### src/rtl/srt_pkg.sv
// Shared widths, digit-selection thresholds and enums for the radix-2 SRT divider.
package srt_pkg;
    localparam int K  = 4;   // quotient bits
    localparam int ZW = 9;   // dividend port width
    localparam int DW = 5;   // divisor port width
    localparam int PW = 11;  // signed partial-remainder width

    localparam logic signed [PW-1:0] SEL_POS = 11'sd128;
    localparam logic signed [PW-1:0] SEL_NEG = -11'sd128;

    typedef enum logic [1:0] {
        LOAD,
        ITER,
        FIX,
        DONE
    } state_t;

    typedef enum logic [1:0] {
        DIG_ZERO = 2'b00,
        DIG_POS  = 2'b01,
        DIG_NEG  = 2'b10
    } digit_t;
endpackage

### src/rtl/srt_qsel.sv
// Radix-2 SRT quotient-digit selection: maps the doubled partial remainder to {+1, 0, -1}.
module srt_qsel
    import srt_pkg::*;
(
    input  logic signed [PW-1:0] t,
    output digit_t               digit
);

    // NOTE: every always_comb output gets a default first so no latch is inferred.
    always_comb begin
        digit = DIG_ZERO;
        if (t >= SEL_POS) begin
            digit = DIG_POS;
        end else if (t < SEL_NEG) begin
            digit = DIG_NEG;
        end
    end

endmodule

### src/rtl/srt_divider_r2.sv
// Sequential radix-2 SRT fractional divider: one division per reset release, result flagged by done.
module srt_divider_r2
    import srt_pkg::*;
(
    input  logic          clk,
    input  logic          rst,
    input  logic [ZW-1:0] z,
    input  logic [DW-1:0] d,
    output logic [K-1:0]  q,
    output logic [ZW-1:0] s,
    output logic          done
);

    state_t                 state;
    logic [$clog2(K)-1:0]   count;
    logic signed [PW-1:0]   p;
    logic signed [PW-1:0]   dsh;
    logic [K-1:0]           qp;
    logic [K-1:0]           qn;

    logic signed [PW-1:0]   t;
    logic signed [PW-1:0]   p_next;
    logic signed [PW-1:0]   rem;
    logic [K-1:0]           qt;
    digit_t                 digit;

    assign t = p <<< 1;

    srt_qsel u_qsel (
        .t     (t),
        .digit (digit)
    );

    always_comb begin
        p_next = t;
        case (digit)
            DIG_POS: p_next = t - dsh;
            DIG_NEG: p_next = t + dsh;
            default: p_next = t;
        endcase
    end

    // Redundant-to-binary conversion; a negative final remainder borrows one divisor back.
    always_comb begin
        qt  = qp - qn;
        rem = p[PW-1] ? (p + dsh) : p;
    end

    // NOTE: sequential state uses non-blocking assignments only; reset is synchronous active-low.
    always_ff @(posedge clk) begin
        if (!rst) begin
            state <= LOAD;
            count <= '0;
            p     <= '0;
            dsh   <= '0;
            qp    <= '0;
            qn    <= '0;
            q     <= '0;
            s     <= '0;
            done  <= 1'b0;
        end else begin
            case (state)
                LOAD: begin
                    p     <= {{(PW-ZW){z[ZW-1]}}, z};
                    dsh   <= {{(PW-DW-4){1'b0}}, d, 4'b0000};
                    qp    <= '0;
                    qn    <= '0;
                    count <= $clog2(K)'(K-1);
                    state <= ITER;
                end
                ITER: begin
                    p <= p_next;
                    if (digit == DIG_POS) qp[count] <= 1'b1;
                    if (digit == DIG_NEG) qn[count] <= 1'b1;
                    if (count == '0) begin
                        state <= FIX;
                    end else begin
                        count <= count - 1'b1;
                    end
                end
                FIX: begin
                    q     <= p[PW-1] ? (qt - 4'd1) : qt;
                    s     <= ZW'(unsigned'(rem) >> 4);
                    done  <= 1'b1;
                    state <= DONE;
                end
                default: begin
                    state <= DONE;
                end
            endcase
        end
    end

endmodule

### config.mk
export PLATFORM = sky130hd
export DESIGN_NAME = srt_divider_r2
export DESIGN_NICKNAME = d
export VERILOG_FILES = /design/src/rtl/srt_pkg.sv /design/src/rtl/srt_qsel.sv /design/src/rtl/srt_divider_r2.sv
export SDC_FILE = /design/constraint.sdc
export NUM_CORES = 1
export LEC_CHECK = 0
export CAP_MARGIN = 40
export CORE_MARGIN = 2
export CORE_UTILIZATION = 54
export CTS_CLUSTER_DIAMETER = 40
export DETAILED_ROUTE_END_ITERATION = 16
export DONT_BUFFER_PORTS = 1
export HOLD_SLACK_MARGIN = 0.1
export PLACE_DENSITY = 0.67
export SKIP_LAST_GASP = 1
export SYNTH_ARGS = -nofsm -noshare
export SYNTH_HDL_FRONTEND = slang
export SYNTH_SLANG_ARGS = --single-unit
### constraint.sdc
create_clock -name clk -period 2.5 [get_ports clk]
set_input_delay 0.75 -clock clk [delete_from_list [all_inputs] [get_ports clk]]
set_output_delay 0.75 -clock clk [all_outputs]
set_load 0.02 [all_outputs]
==> flow_summary_export.csv <==
group,metric,value,unit
run_status,status,"finished clean",
floorplanning,die-area,5030,um^2
synthesis,netlist_area,2420,um^2
floorplanning,start_util,55.9,%
synthesis,ys.flop_type,"dfxtp_1",
grt,grt_pass1_wl,9270,um
detailed_routing,firstDrtPassIters,4,
synthesis,synth_area_per_cell,8.31,um^2
setup_path,end_kind,"flop",
detailed_routing,detail_route.wl_per_cell,14.8,um
cts,root_buffer,"clkbuf_8",
detailed_routing,drc_errors,0,
floorplanning,row_count,24,
setup_path,slowest_delay,340,ps
synthesis,postSynthCellCount,291,
detailed_routing,viasPerCell,5.57,
synthesis,synth-async-reset-ratio,0,%
timing,slew_viol_final,0,
timing,max-slew-margin-rel,64.2,%
pwr,power_density,819,nW/um^2
setup_path,arrival,2570,ps
setup_path,start_kind,"flop",
synthesis,yosys_register_bits,40,
floorplanning,die_x,70.9,um
cts,clk_latency,290,ps
synthesis,synth_edf_count,0,
timing,timing.fmax,424,MHz
place,place_ws,13.0,ps
pwr,power_switching,825,uW
floorplanning,dieHeight,70.9,um
detailed_routing,antenna_left,0,
grt,grt_max_degree,30,
synthesis,yosys_warnings,0,
timing,timing.final.ws_setup,141,ps
pwr,p_int,1.34,mW
detailed_routing,drt-total-wl,5190,um
hold_path,holdCritPathClass,"flop to flop",
cells_and_area,diodes,0,
detailed_routing,drt_iter0_markers,98,
detailed_routing,vias,1954,
timing,clock_skew,5.32,ps
cells_and_area,fin_util,61.1,%
grt,antenna_found_initial,0,
cts,ctsHoldBuffers,0,
setup_path,cp_cell_sequence,"inv_1 > ha_1 > nand2_1 > o21ai_2 > ha_1 > a21o_1 > a21oi_2 > xnor2_2 > nand2_1 > a311o_1 > a21oi_1",
cts,path_clk_slew,80,ps
grt,globalRouteOverflowTotal,0,
cts,numClockSinks,40,
cells_and_area,nNetsFinal,338,
run,drv_cap,0,
cts,htree_levels,2,
pwr,ir_drop,357,uV
setup_path,cp_slowest_cell,"a311o_1",
pwr,clkPwrFrac,21.6,%
timing,min_period,2360,ps
timing,tightest_slew,533,ps
cts,cts_inserted_buffers,5,
cells_and_area,area_delta_synth_final,9.21,%
pwr,p_leak,1.12,nW
setup_path,cp_data_required_time,2710,ps
synthesis,synth_cell_types,45,
pwr,seqPwrFrac,35.8,%
synthesis,yosysSeqAreaShare,33.1,%
timing,holdWs,474,ps
setup_path,worst-path-max-fanout,4,
pwr,netSwitchingFraction,38.1,%
cts,cts_buffer_depth,2,
place,gp_congestion,0.845,
timing,setup_viol,0,
setup_path,crit_type,"flop to flop",
timing,fin_crit_sh,94.4,%
place,io_buffers,0,
grt,track_usage,23.0,%
floorplanning,coreArea,4320,um^2
timing,rsz0062_at_grt,"yes",
timing,hold_violations,0,
floorplanning,io-pin-count,30,
cells_and_area,drive_above_1_share,10.4,%
pwr,p_comb_share,42.6,%
cts,cts_tree,"built",
grt,grt_pass1_vias,1938,
place,hpwlAfterDp,3820,um
-- power by group through the flow --
stage | sequential (mW) | combinational [mW] | clock, mW
CTS | 0.774 | 0.876 | 0.483
detailed placement | 0.789 | 0.870 | 0
global route | 0.783 | 1.04 | 0.510
finish | 0.773 | 0.922 | 0.467
global placement | 0.788 | 0.854 | 0
floorplan | 0.790 | 0.679 | 0
-- worst max-delay path, delay by kind of cell, from the launching register on --
kind | cells | cell delay (ps)
AOI/OAI and AO/OA | 5 | 980
xor gates and xnor gates | 1 | 150
and+or+nand+nor | 2 | 150
adders and majority gates | 2 | 560
buffers and inverters | 1 | 100
DFF | 1 | 330
-- synthesized netlist by cell type (5+ instances only) --
cell type	instances	area, um^2
dfxtp_1	40	801
inv_1	17	63.8
nand2_1	20	75.1
a211oi_1	9	67.6
nor3_1	5	25.0
mux2i_1	11	110
xor2_1	5	43.8
a21o_1	6	45.0
ha_1	21	263
xnor2_1	12	105
clkbuf_1	6	22.5
nor2_1	38	143
o21ai_0	15	75.1
a21oi_1	37	185
-- per-stage QoR --
step                      total power [mW]  TNS [ps]  cell area (um^2)  instances
after global placement                1.64         0              2510        342
final                                 2.16         0              2640        351
after global routing                  2.33     -36.1              2640        351
after floorplan                       1.47         0              2420        292
after detailed placement              1.66         0              2510        342
after CTS                             2.13         0              2610        350
-- logic make-up after synthesis --
group / count (synthesis) / synth area share [%]
other: 1 / 0.155
adders and majority gates: 24 / 13.4
muxes: 11 / 4.56
and+or+nand+nor: 79 / 14.4
buffers and inverters: 32 / 5.80
AOI/OAI and AO/OA: 87 / 22.4
DFF: 40 / 33.1
xor gates and xnor gates: 17 / 6.16
-- layer usage --
layer / share of wire [%] / global-route usage [%]
met4: 1.4 / 7.55
met3: 4.4 / 4.27
met2: 45 / 35.7
met5: 0 / 0
met1: 49 / 32.5
-- area by class of cell --
type / count / area, um^2
clock buffer: 6 / 82.6
clock inverter: 2 / 13.8
timing repair buffer: 14 / 105
multi-input combinational: 220 / 1510
inverter: 17 / 63.8
sequential: 40 / 801
fill: 384 / 1680
tap: 52 / 65.1
-- state kept, by name (all words and copies together), names as in the netlist --
register and flops:
qp 4, done 1, q 4, s 7, qn 4, p 11
state 2, count 2, dsh 5
-- cell usage in the layout, fill, tap and decap left out, types with 5 or more instances in the layout --
| cell type | instances |
|---|---|
| dfxtp_1 | 40 |
| nor2_1 | 38 |
| a21oi_1 | 35 |
| ha_1 | 21 |
| nand2_1 | 20 |
| inv_1 | 17 |
| o21ai_0 | 14 |
| buf_4 | 14 |
| xnor2_1 | 11 |
| mux2i_1 | 11 |
| a211oi_1 | 9 |
| a21o_1 | 6 |
| clkbuf_8 | 6 |
| xor2_1 | 5 |
-- path summary, 6_finish.rpt --
kind / startpoint / to / slack [ps] / cells after the start
setup / recovery: dsh[5] / p[7] / 140 / 11
hold / removal: qn[1] / qn[1] / 470 / 2
setup reg to reg: dsh[5] / p[7] / 140 / 11
hold reg to reg: qn[1] / qn[1] / 470 / 2
-- timing repair --
action	CTS	global route
gates resized for setup	1	6
setup buffers	0	1
pin swaps	0	4
endpoints found under the setup margin	1	4
No activity file was read; power rests on OpenSTA's default activity.
